[config.mk]
export PLATFORM = sky130hd
export DESIGN_NAME = memory_access
export DESIGN_NICKNAME = d
export VERILOG_FILES = /design/src/rtl/memory_access.sv
export SDC_FILE = /design/constraint.sdc
export NUM_CORES = 1
export LEC_CHECK = 0
export ABC_AREA = 0
export CAP_MARGIN = 20
export CORE_AREA = 3 3 264 266
export DETAILED_ROUTE_END_ITERATION = 6
export DIE_AREA = 0 0 267 269
export GPL_TIMING_DRIVEN = 0
export PLACE_DENSITY = 0.53
export SYNTH_ARGS = -nofsm -noshare
export SYNTH_HDL_FRONTEND = slang
export SYNTH_SLANG_ARGS = --single-unit
[constraint.sdc]
create_clock -name clk -period 13.9 [get_ports clk]
set_input_delay 2.085 -clock clk [delete_from_list [all_inputs] [get_ports clk]]
set_output_delay 2.085 -clock clk [all_outputs]
set_load 0.005 [all_outputs]
[src/rtl/memory_access.sv]
// Memory stage: issues one data-bus request per load/store, waits for completion, extends load data.
// Optional macro MEM_MISALIGN_CHECK_EN: misaligned accesses skip the bus and suppress write-back.
module memory_access (
    input  logic        clk,
    input  logic        rst,
    input  logic        moduleIn_valid,
    input  logic [63:0] moduleIn_instrAddr,
    input  logic [31:0] moduleIn_instr,
    input  logic [63:0] moduleIn_aluOut,
    input  logic [4:0]  moduleIn_wd,
    input  logic        moduleIn_isWriteBack,
    input  logic        moduleIn_isMemRead,
    input  logic        moduleIn_isMemWrite,
    input  logic [1:0]  moduleIn_memSize,
    input  logic        moduleIn_memUnsigned,
    input  logic [63:0] moduleIn_storeData,
    output logic        moduleOut_valid,
    output logic [63:0] moduleOut_instrAddr,
    output logic [31:0] moduleOut_instr,
    output logic [63:0] moduleOut_aluOut,
    output logic [4:0]  moduleOut_wd,
    output logic        moduleOut_isWriteBack,
    output logic        moduleOut_isMemRead,
    output logic [63:0] moduleOut_memOut,
    output logic        ok_to_proceed,
    input  logic        ok_to_proceed_overall,
    output logic        dreq_valid,
    output logic [63:0] dreq_addr,
    output logic [2:0]  dreq_size,
    output logic [7:0]  dreq_strobe,
    output logic [63:0] dreq_data,
    input  logic        dresp_data_ok,
    input  logic [63:0] dresp_data
);
    typedef enum logic [1:0] {IDLE, BUSY, DONE} state_t;

    state_t      r_state;
    logic [63:0] r_memData;
    logic        r_skipped;
    logic        r_outValid;
    logic [63:0] r_outInstrAddr;
    logic [31:0] r_outInstr;
    logic [63:0] r_outAluOut;
    logic [4:0]  r_outWd;
    logic        r_outIsWriteBack;
    logic        r_outIsMemRead;
    logic [63:0] r_outMemOut;

    logic        w_memOp;
    logic        w_misaligned;
    logic        w_issue;
    logic [63:0] w_shifted;
    logic [63:0] w_loadData;
    logic [7:0]  w_strobeBase;

    assign w_memOp = moduleIn_valid & (moduleIn_isMemRead | moduleIn_isMemWrite);

`ifdef MEM_MISALIGN_CHECK_EN
    always_comb begin
        w_misaligned = 1'b0;
        case (moduleIn_memSize)
            2'd0:    w_misaligned = 1'b0;
            2'd1:    w_misaligned = moduleIn_aluOut[0];
            2'd2:    w_misaligned = |moduleIn_aluOut[1:0];
            default: w_misaligned = |moduleIn_aluOut[2:0];
        endcase
    end
`else
    assign w_misaligned = 1'b0;
`endif

    assign w_issue = (r_state == IDLE) & w_memOp & ~w_misaligned;

    // The request is raised in the same cycle the instruction arrives so zero-wait memory completes at once.
    assign dreq_valid    = ~rst & (w_issue | (r_state == BUSY));
    assign dreq_addr     = moduleIn_aluOut;
    assign dreq_size     = {1'b0, moduleIn_memSize};
    assign dreq_data     = moduleIn_storeData << {moduleIn_aluOut[2:0], 3'b000};
    assign ok_to_proceed = (r_state == DONE) | ((r_state == IDLE) & ~w_memOp);

    always_comb begin
        w_strobeBase = 8'hFF;
        case (moduleIn_memSize)
            2'd0:    w_strobeBase = 8'h01;
            2'd1:    w_strobeBase = 8'h03;
            2'd2:    w_strobeBase = 8'h0F;
            default: w_strobeBase = 8'hFF;
        endcase
    end

    assign dreq_strobe = moduleIn_isMemWrite ? (w_strobeBase << moduleIn_aluOut[2:0]) : 8'h00;
    assign w_shifted   = dresp_data >> {moduleIn_aluOut[2:0], 3'b000};

    always_comb begin
        w_loadData = w_shifted;
        case (moduleIn_memSize)
            2'd0:    w_loadData = {{56{~moduleIn_memUnsigned & w_shifted[7]}},  w_shifted[7:0]};
            2'd1:    w_loadData = {{48{~moduleIn_memUnsigned & w_shifted[15]}}, w_shifted[15:0]};
            2'd2:    w_loadData = {{32{~moduleIn_memUnsigned & w_shifted[31]}}, w_shifted[31:0]};
            default: w_loadData = w_shifted;
        endcase
    end

    always_ff @(posedge clk or posedge rst) begin
        if (rst) begin
            r_state          <= IDLE;
            r_memData        <= 64'd0;
            r_skipped        <= 1'b0;
            r_outValid       <= 1'b0;
            r_outInstrAddr   <= 64'd0;
            r_outInstr       <= 32'd0;
            r_outAluOut      <= 64'd0;
            r_outWd          <= 5'd0;
            r_outIsWriteBack <= 1'b0;
            r_outIsMemRead   <= 1'b0;
            r_outMemOut      <= 64'd0;
        end else begin
            case (r_state)
                IDLE: begin
                    if (w_memOp) begin
                        if (w_misaligned) begin
                            r_state   <= DONE;
                            r_memData <= 64'd0;
                            r_skipped <= 1'b1;
                        end else if (dresp_data_ok) begin
                            r_state   <= DONE;
                            r_memData <= moduleIn_isMemRead ? w_loadData : 64'd0;
                            r_skipped <= 1'b0;
                        end else begin
                            r_state   <= BUSY;
                        end
                    end
                end
                BUSY: begin
                    if (dresp_data_ok) begin
                        r_state   <= DONE;
                        r_memData <= moduleIn_isMemRead ? w_loadData : 64'd0;
                        r_skipped <= 1'b0;
                    end
                end
                DONE: begin
                    if (ok_to_proceed_overall) begin
                        r_state   <= IDLE;
                        r_skipped <= 1'b0;
                    end
                end
                default: r_state <= IDLE;
            endcase

            // Non-memory instructions pass through in IDLE, so only a completed access forwards captured data.
            if (ok_to_proceed_overall) begin
                r_outValid       <= moduleIn_valid;
                r_outInstrAddr   <= moduleIn_instrAddr;
                r_outInstr       <= moduleIn_instr;
                r_outAluOut      <= moduleIn_aluOut;
                r_outWd          <= moduleIn_wd;
                r_outIsWriteBack <= moduleIn_isWriteBack & ~((r_state == DONE) & r_skipped);
                r_outIsMemRead   <= moduleIn_isMemRead;
                r_outMemOut      <= (r_state == DONE) ? r_memData : 64'd0;
            end else begin
                r_outValid       <= 1'b0;
            end
        end
    end

    assign moduleOut_valid       = r_outValid;
    assign moduleOut_instrAddr   = r_outInstrAddr;
    assign moduleOut_instr       = r_outInstr;
    assign moduleOut_aluOut      = r_outAluOut;
    assign moduleOut_wd          = r_outWd;
    assign moduleOut_isWriteBack = r_outIsWriteBack;
    assign moduleOut_isMemRead   = r_outIsMemRead;
    assign moduleOut_memOut      = r_outMemOut;
endmodule
Yosys cells after proc, flatten, opt, wreduce, memory -nomap -nowiden:

Index checks and enable logic that the tools add are counted.

* bits in registers: 299
* latch bits: 0
* memory bits (writable): 0
* ROM bits: 0
* bits of input ports: 304
* output and inout port bits: 373
* logic and storage cells: 62
* memories: 0

* add/subtract/negate cells: 0
* multipliers: 0
* divide/modulo/power cells: 0
* magnitude comparators: 0
* equal/unequal tests: 7
* shift-type cells: 3
* muxes and demuxes: 18
* bitwise operators: 16
* reductions and logical operators: 7

Operator list (count)
* $mux W64: 4
* $pmux W64 S3: 1
* $pmux W64 S2: 1
* $shl A64 B6 Y64: 1
* $shr A64 B6 Y64: 1
* $pmux W8 S3: 1
* $and A1 B1 Y1: 9
* $mux W2: 4
* $mux W8: 1
* $shl A8 B3 Y8: 1
* $ne A2 B2 Y1 const B: 3
* $pmux W2 S3: 1
* $reduce_and A3 Y1: 2
* $eq A2 B1 Y1 const B: 2
* $eq A2 B2 Y1 const B: 2
* $logic_not A2 Y1: 2
* $mux W1: 4
* $not A1 Y1: 4
* $or A1 B1 Y1: 3
* $pmux W1 S3: 1
* $reduce_bool A3 Y1: 1
* $reduce_and A2 Y1: 1
* $reduce_bool A2 Y1: 1

Depth between registers and ports, before layout:

Gate-level depths: netlist (run 1).

* depth after elaboration: 7
* gate-level depth with buffers: 9
* gate-level depth less buffers: 5

Worst setup path before layout (run 1):

Ideal clock, no wire load.

* path type: input-to-output
* start: input moduleIn_aluOut[2]
* end: output dreq_data[40]
* arrival: 3.560 ns
* data required time: 11.815 ns
* setup slack: 8.255 ns
* stages on the path: 6
* buffers on the path: 3
* path through: buf_2 buf_1 clkbuf_1 mux2_2 o21ai_0 o22ai_1

* cells in the longest elaborated chain, start to end: 1

Ends and longest elaborated chain
* from (decl): line 9 `input logic [63:0] moduleIn_aluOut,`
* $shl A64 B6 Y64: line 78 `assign dreq_data = moduleIn_storeData << {moduleIn_aluOut[2:0], 3'b000};`
* to (decl): line 31 `output logic [63:0] dreq_data,`

Every way passes these cells.

Final worst setup path (run 1):

* start: input moduleIn_aluOut[0]
* end: output dreq_data[62]

The elaborated chain is that of the path after synthesis.

==> results_dict.tcl, run 1 <==
set metrics [dict create \
    p_switching_mw 0.740 \
    dp_cells 3035 \
    antenna_found_initial 19 \
    fmax_mhz 131 \
    final-seq-area_mm2 0.00746 \
    p_per_area_mw_per_mm2 107 \
    ir_drop_mv 0.0830 \
    grtUsageMet1_pct 21.7 \
    crit_path_end_kind "primary output" \
    ys_seq_area_share_pct 47.7 \
    holdWs_ps 489 \
    synth_edf_count 0 \
    cap_violations 0 \
    nets 2503 \
    finalNonFillerCells 3100 \
    htree_levels 2 \
    post-place-ws_ps 6330 \
    cts_tree "yes" \
    synth-main-ff-cell "dfrtp_1" \
    cts_resized 0 \
    drv_slew 0 \
    p_int_mw 1.90 \
    cts_buffers 35 \
    crit_required_ps 11810 \
    syn_area_mm2 0.0156 \
    wire_per_inst_um 25.9 \
    routabilityCongestion 0.926 \
    crit_type "in2out" \
    grt_max_degree 122 \
    route.detailed.drc 0 \
    num_io_pins 677 \
    critPathLaunchType "primary input" \
    tightest_slew_ps 1000 \
    clk_latency_ps 540 \
    relSlewSlack_pct 33.3 \
    ys_async_sr_fraction_pct 100 \
    dp_hpwl_um 66600 \
    grt-ovfl-total 0 \
    skew_ps 13.7 \
    multi_input_area_mm2 0.00691 \
    cts.sinks 298 \
    grt_use_total_pct 21.6 \
    status "completed" \
    syn2layout_area_growth_pct 58.0 \
    busiest_layer "met2" \
    ys_types 48 \
    portBuffers 672 \
    final_util_pct 36.7 \
    fin_crit_ps 7630 \
    grt_pass1_wl_um 113000 \
    syn_area_per_cell_um2 10.5 \
    ant_nets 0 \
    vias 14760 \
    hold_viol 0 \
    cts_max_path_buffers 3 \
    routed_wl_um 80400 \
    critPathArrivalTime_ps 5540 \
    die_h_um 269 \
    viasPerCell 4.76 \
    start_util_pct 23.2 \
    grtUsageMet3_pct 7.12 \
    p_clk_share_pct 35.5 \
    crit_fanout 10 \
    post_dp_cell_area_mm2 0.0235 \
    hold_buffers 0 \
    root_buffer "clkbuf_16" \
    path_clk_slew_ps 60 \
    ys_warn_count 0 \
    postLayoutSetupSlackWorst_ps 6270 \
    die-area_mm2 0.0718 \
    setup-violations-final 0 \
    pwr-share-seq_pct 39.0 \
    post_cts_buffers 0 \
    drt_first_pass_iters 6 \
    finalInstanceArea_mm2 0.0247 \
    p_leak_nw 10.1 \
    fp.coreArea_mm2 0.0673 \
    total_power_mw 2.64 \
    combPwrFrac_pct 25.5 \
    placementRows 95 \
    drt_iter0_markers 891 \
    rsz0062_at_grt "no" \
    setup_tns_ps 0 \
    ys_ff_latch 298 \
    fillCellCount 6740 \
    hold_class "reg2reg" \
    drive_gt1_share_pct 17.1 \
    syn-instance-count 1488 \
    synthesis.nets 1792 \
    swShare_pct 28.0 \
    fp.dieW_um 267 \
    post-route-period-util_pct 54.9 \
    grt_pass1_vias 15471 \
    grt_util_met2_pct 42.3 \
]
-- sequential cells by signal (all words and copies together) (netlist names) --
register and cells:
moduleOut_aluOut 64, moduleOut_instr 32, moduleOut_instrAddr 64, moduleOut_isMemRead 1, moduleOut_isWriteBack 1, moduleOut_memOut 64
moduleOut_valid 1, moduleOut_wd 5, r_memData 64, r_state 2
-- worst max-delay path, stage by stage --
cell	delay (ps)
clkdlybuf4s50_1	690
buf_2	390
buf_2	330
buf_2	390
clkbuf_1	680
nor2_1	130
a21oi_1	220
o21ai_0	130
clkdlybuf4s50_1	500
-- per-layer routing --
metal / vias to the layer above / wire (um) / part of all wire [%]
met2: 727 / 43300 / 54
met4: 28 / 2530 / 3.1
li1: 6601 / - / -
met1: 7245 / 27200 / 34
met5: - / 196 / 0.24
met3: 159 / 7160 / 8.9
-- path summary, 6_finish.rpt --
path | endpoint | cells past startpoint | slack (ps) | startpoint
setup / recovery | dreq_data[62] | 9 | 6270 | moduleIn_aluOut[0]
hold / removal | r_memData[6] | 2 | 490 | r_memData[6]
setup reg to reg | moduleOut_memOut[0] | 6 | 11720 | r_state[0]
hold reg to reg | r_memData[6] | 2 | 490 | r_memData[6]
max in group asynchronous | moduleOut_instrAddr[21] | 4 | 10310 | rst
min in group asynchronous | r_state[0] | 2 | 2120 | rst
-- synthesized netlist by cell type (15+ instances only) --
master / instances / area [um^2]
clkbuf_1: 67 / 251
a211oi_1: 15 / 113
buf_4: 69 / 518
inv_1: 76 / 285
nor2_1: 53 / 199
a21oi_1: 41 / 205
o211ai_1: 21 / 158
o22ai_1: 33 / 206
nor2b_1: 16 / 100
buf_2: 32 / 160
nand2_1: 170 / 638
dfrtp_1: 298 / 7460
mux2_2: 185 / 2080
mux4_2: 15 / 338
o21ai_1: 28 / 140
o21ai_0: 141 / 706
mux2i_1: 124 / 1240
-- cell families (layout without fill, tap and decap cells) --
group	after synthesis	after routing	synth area share (%)
simple gates	270	270	7.37
compound gates	339	339	13.4
flops	298	298	47.7
mux	324	324	23.4
other cells	1	3	0.0240
buf+inv	256	993	8.11
-- cell type report --
class	instances	area share, %
clock buffer	51	4.24
antenna	2	0.0203
clock inverter	12	0.532
tap	873	4.42
timing repair buffer	674	27.5
inverter	77	1.20
buffer	179	3.96
sequential	298	30.2
multi-input combinational	934	28.0
-- power groups by stage --
stage / registers [mW] / logic (mW) / clock network (mW)
final: 1.03 / 0.672 / 0.937
after global routing: 1.04 / 0.721 / 1.01
after CTS: 1.03 / 0.685 / 0.974
after detailed placement: 1.04 / 0.681 / 0
after global placement: 1.04 / 0.676 / 0
after floorplan: 1.04 / 0.259 / 0
-- placed cells by master, fill, tap and decap left out, types with 14 or more instances in the layout --
master,instances
nand2_1,170
clkbuf_1,73
mux2_2,185
clkdlybuf4s50_1,672
mux4_2,15
o21ai_1,28
o211ai_1,21
inv_1,75
dfrtp_1,298
a21oi_1,41
mux2i_1,124
buf_2,32
nor2_1,53
nor2b_1,16
and2_1,14
o21ai_0,141
o22ai_1,33
a211oi_1,15
buf_4,69
clkbuf_16,36
Note: power is estimated with default switching activity, not from simulation.
==> run 2: changes to the inputs <==
==> constraint.sdc (replaced) <==
create_clock -name clk -period 7.74 [get_ports clk]
set_input_delay 1.161 -clock clk [delete_from_list [all_inputs] [get_ports clk]]
set_output_delay 1.161 -clock clk [all_outputs]
set_load 0.005 [all_outputs]
==> run 2 against run 1 <==
Compared with the run above:
- via count rose by 0.49%
- cell area grew 0.32%
- flip-flop and latch count stayed put
- global-route usage is 0.17 points lower
- critical path depth is 1 lower
- count of clock-buffer cells in the layout is 5 lower
- worst hold slack better by 2.1 ps
- die area is the same
- non-clock buffer count is 7 higher
- clock power is 76% higher
- sequential share of layout area shrank 0.098 points
- critical path type unchanged
==> results_dict.tcl, run 2 (synthesis gave the netlist of run 1 again) <==
set metrics [dict create \
    crit_path_end_kind "primary output" \
    path_clk_slew_ps 60 \
    drt_iter0_markers 935 \
    ant_nets 0 \
    nets 2510 \
    root_buffer "clkbuf_16" \
    cts_resized 0 \
    fin_crit_ps 5890 \
    finalNonFillerCells 3101 \
    critPathArrivalTime_ps 4730 \
    worst_path_dominant_cell_family "buffers and inverters" \
    antenna_found_initial 18 \
    grt_use_total_pct 21.5 \
    tightest_slew_ps 1050 \
    num_io_pins 677 \
    drv_slew 0 \
    clk_latency_ps 540 \
    path_cells "clkdlybuf4s50_1 -> buf_2 -> buf_2 -> buf_2 -> buf_1 -> a211oi_1 -> a211oi_1 -> clkdlybuf4s50_1" \
    multi_input_area_mm2 0.00691 \
    wire_per_inst_um 25.8 \
    routed_wl_um 80000 \
    cpMaxStageDelayCell "clkdlybuf4s50_1" \
    critPathMostFrequentCell "buf_2" \
    status "completed" \
    post_dp_cell_area_mm2 0.0236 \
    finalInstanceArea_mm2 0.0248 \
    post_cts_buffers 0 \
    routabilityCongestion 0.921 \
    busiest_layer "met2" \
    viasPerCell 4.78 \
    ir_drop_mv 0.116 \
    final-seq-area_mm2 0.00746 \
    hp-start "r_memData[4]" \
    critPathLaunchType "primary input" \
    drive_gt1_share_pct 17.3 \
    htree_levels 2 \
    grtUsageMet1_pct 22.1 \
    dp_hpwl_um 66200 \
    final_cell_mix "clkdlybuf4s50_1, dfrtp_1, mux2_2, nand2_1, o21ai_0" \
    grt_pass1_vias 15443 \
    cts.sinks 298 \
    grtUsageMet3_pct 6.45 \
    die-area_mm2 0.0718 \
    cts_max_path_buffers 3 \
    hold_class "reg2reg" \
    fillCellCount 6704 \
    drt_first_pass_iters 5 \
    relSlewSlack_pct 30.2 \
    crit_fanout 10 \
    dp_cells 3042 \
    vias 14833 \
    grt_pass1_wl_um 112000 \
    p_leak_nw 10.1 \
    portBuffers 672 \
    rsz0062_at_grt "no" \
    hold_buffers 0 \
    max_stage_delay_ps 710 \
    grt_max_degree 44 \
    fp.dieW_um 267 \
    setup-violations-final 0 \
    setup_tns_ps 0 \
    cts_buffers 35 \
    crit_required_ps 6580 \
    grt_util_met2_pct 41.1 \
    start_util_pct 23.2 \
    post-route-period-util_pct 76.1 \
    setup.worst_path.start "moduleIn_aluOut[0]" \
    skew_ps 7.59 \
    placementRows 95 \
    die_h_um 269 \
    hold_viol 0 \
    fmax_mhz 170 \
    rr_startpoint "r_state[0]" \
    grt-ovfl-total 0 \
    route.detailed.drc 0 \
    cts_tree "yes" \
    cp_num_buf_inv 6 \
    cap_violations 0 \
    fp.coreArea_mm2 0.0673 \
    final_common_cell "clkdlybuf4s50_1" \
    p_per_area_mw_per_mm2 190 \
    crit_type "in2out" \
    final_util_pct 36.8 \
    syn2layout_area_growth_pct 58.5 \
]
## run 2: cell count changes in the layout (fill, tap and decap cells not counted), sizes merged
| cell | change |
|---|---|
| clkinvlp | +2 |
| clkbuf | -5 |
| buf | +7 |
| clkinv | -1 |
| inv | -1 |
| diode | -1 |
## run 2: routing by layer
| layer | share of wire, % | vias up |
|---|---|---|
| met5 | 0.20 | - |
| met4 | 3.7 | 26 |
| met1 | 34 | 7228 |
| met3 | 9.0 | 178 |
| li1 | - | 6596 |
| met2 | 53 | 805 |
## run 2: tightest hold or removal path: cells and delay by family, from the launching register on
| kind | cells | cell delay, ps |
|---|---|---|
| AND/OR/NAND/NOR | 1 | 50 |
| AO/OA/AOI/OAI | 1 | 60 |
| flip-flops | 1 | 340 |
## run 2: report_power, final
part	switching, mW	total [mW]	internal (mW)	leakage, nW
clock network	0.672	1.65	0.975	0.556
registers	0.104	1.85	1.74	3.72
logic	0.553	1.22	0.662	5.87
## run 2: final cells by class
| class | instances | area share [%] |
|---|---|---|
| multi-input cells | 934 | 27.9 |
| diodes | 1 | 0.0101 |
| repair buffers | 681 | 27.9 |
| clock inverters | 12 | 0.540 |
| well taps | 873 | 4.41 |
| inverters | 77 | 1.18 |
| plain buffers | 179 | 3.95 |
| flip-flops and latches | 298 | 30.1 |
| clock buffers | 46 | 4.03 |
## run 2: per-stage QoR
step / total power [mW] / worst slack, ps / hold WS (ps)
final: 4.71 / 1850 / 491
after floorplan: 2.33 / 2620 / 448
after global placement: 3.08 / 190 / 466
after CTS: 4.78 / 1840 / 490
after global routing: 4.94 / 1670 / 509
after detailed placement: 3.10 / 1890 / 475
## run 2: worst paths after layout
path | end | slack, ps | cells after the start
worst max-delay path | dreq_strobe[2] | 1850 | 8
worst min-delay path | r_memData[4] | 490 | 2
worst max register to register | moduleOut_memOut[0] | 5630 | 6
worst min register to register | r_memData[4] | 490 | 2
max in group asynchronous | moduleOut_aluOut[45] | 5450 | 6
min in group asynchronous | r_memData[34] | 1120 | 2
==> run 3: changes to the inputs <==
--- a/config.mk
+++ b/config.mk
@@ -11,7 +11,7 @@
 export DETAILED_ROUTE_END_ITERATION = 6
 export DIE_AREA = 0 0 267 269
 export GPL_TIMING_DRIVEN = 0
-export PLACE_DENSITY = 0.53
+export PLACE_DENSITY = 0.55
 export SYNTH_ARGS = -nofsm -noshare
 export SYNTH_HDL_FRONTEND = slang
 export SYNTH_SLANG_ARGS = --single-unit
==> constraint.sdc (replaced) <==
create_clock -name clk -period 4.88 [get_ports clk]
set_input_delay 0.732 -clock clk [delete_from_list [all_inputs] [get_ports clk]]
set_output_delay 0.732 -clock clk [all_outputs]
set_load 0.005 [all_outputs]
==> run 3 against run 2 <==
Compared with the run above:
- critical path depth unchanged
- core utilization about the same
- global-route usage decreased by 0.28 points
- total power rose by 59%
- critical endpoint is now dreq_data[43]
- largest power group unchanged
==> results_dict.tcl, run 3 (synthesis gave the netlist of run 1 again) <==
set metrics [dict create \
    status "completed" \
    finalNonFillerCells 3110 \
    ir_drop_mv 0.231 \
    start_util_pct 23.2 \
    finalInstanceArea_mm2 0.0248 \
    path_clk_slew_ps 60 \
    crit_type "in2out" \
    cap_violations 0 \
    placementRows 95 \
    cts_buffers 35 \
    p_leak_nw 10.1 \
    crit_path_end_kind "primary output" \
    setup-violations-final 0 \
    viasPerCell 4.67 \
    cp_num_buf_inv 6 \
    route.detailed.drc 0 \
    hold_viol 0 \
    post-route-period-util_pct 97.2 \
    max_stage_delay_ps 680 \
    grt_pass1_vias 15381 \
    drv_slew 0 \
    fp.dieW_um 267 \
    post_dp_cell_area_mm2 0.0236 \
    relSlewSlack_pct 31.9 \
    routabilityCongestion 0.951 \
    ant_nets 0 \
    skew_ps 21.9 \
    path_cells "clkdlybuf4s50_1 -> clkbuf_4 -> buf_2 -> buf_2 -> clkbuf_1 -> o21ai_0 -> o22ai_1 -> clkdlybuf4s50_1" \
    antenna_found_initial 20 \
    total_power_mw 7.48 \
    final_common_cell "clkdlybuf4s50_1" \
    worst_path_dominant_cell_family "buffers and inverters" \
    syn2layout_area_growth_pct 58.7 \
    crit_fanout 10 \
    grt-ovfl-total 0 \
    clk_latency_ps 540 \
    num_io_pins 677 \
    fin_crit_ps 4740 \
    grt_max_degree 40 \
    drive_gt1_share_pct 17.3 \
    final_util_pct 36.9 \
    setup_tns_ps 0 \
    grt_use_total_pct 21.2 \
    nets 2509 \
    root_buffer "clkbuf_16" \
    cts_tree "yes" \
    drt_iter0_markers 693 \
    crit_required_ps 4150 \
    final_cell_mix "clkdlybuf4s50_1, dfrtp_1, mux2_2, nand2_1, o21ai_0" \
    post_cts_buffers 0 \
    critPathArrivalTime_ps 4010 \
    fmax_mhz 211 \
    drt_first_pass_iters 5 \
    vias 14534 \
    routed_wl_um 78900 \
    cts.sinks 298 \
    die_h_um 269 \
    wire_per_inst_um 25.4 \
    hold_class "reg2reg" \
    p_per_area_mw_per_mm2 302 \
    cpMaxStageDelayCell "clkdlybuf4s50_1" \
    fp.coreArea_mm2 0.0673 \
    rsz0062_at_grt "no" \
    portBuffers 672 \
    htree_levels 2 \
    dp_hpwl_um 66300 \
    grt_pass1_wl_um 110000 \
    cts_max_path_buffers 3 \
    die-area_mm2 0.0718 \
    critPathLaunchType "primary input" \
    tightest_slew_ps 1020 \
    dp_cells 3041 \
]
run 3: cell count changes in the layout (fill, tap and decap cells not counted), moves of 2 or more:
cell and delta:
clkbuf_1 +5, diode_2 +4, clkbuf_4 +3, buf_2 -2, clkinv_2 -2, clkinvlp_4 +2
run 3: final timing paths:
kind                                    startpoint                    to  slack (ps)  cells after the start
worst max-delay path            moduleIn_aluOut[0]         dreq_data[43]         140                      8
worst min-delay path                 r_memData[23]  moduleOut_memOut[23]         480                      2
worst max register to register          r_state[0]         r_memData[32]        2870                      6
worst min register to register       r_memData[23]  moduleOut_memOut[23]         480                      2
max in group asynchronous                      rst   moduleOut_aluOut[1]        2460                      7
min in group asynchronous                      rst  moduleOut_memOut[46]         740                      2
run 3: worst register-to-register path: cells and delay by family (launching register included):
kind,cells,cell delay (ps)
buffers and inverters,2,730
AOI/OAI and AO/OA,3,540
DFF,1,400
and+or+nand+nor,1,270
run 3: metrics by stage:
| step | worst slack (ps) | hold WS (ps) |
|---|---|---|
| 5_1_grt | 7.89 | 510 |
| 4_1_cts | 8.77 | 488 |
| 6_report | 139 | 484 |
| 2_1_floorplan | 189 | 448 |
| 3_3_place_gp | -2150 | 470 |
| 3_5_place_dp | -128 | 473 |
run 3: cell type report:
class / instances / area (um^2)
Timing Repair Buffer: 680 / 6890
Tap cell: 873 / 1090
Buffer: 179 / 988
Antenna cell: 5 / 12.5
Multi-Input combinational cell: 934 / 6910
Fill cell: 6733 / 42500
Clock buffer: 52 / 1020
Sequential cell: 298 / 7460
Clock inverter: 12 / 139
Inverter: 77 / 293
run 3: metal layers:
metal	vias to the layer above	GRT usage, %	part of all wire (%)
met5	-	0	0.19
met4	26	7.39	3.5
met3	147	7.25	9.1
met2	725	41.1	53
met1	7047	20.8	34
li1	6589	-	-
run 3: timing repair:
item / 4_1_cts / 5_1_grt
gates resized for setup: 2 / 4
endpoints found under the setup margin: 3 / 13
hold buffers: 0 / 0
run 3: power breakdown:
part	internal, mW	switching (mW)
Combinational	1.05	0.866
Clock	1.57	1.07
Sequential	2.76	0.165
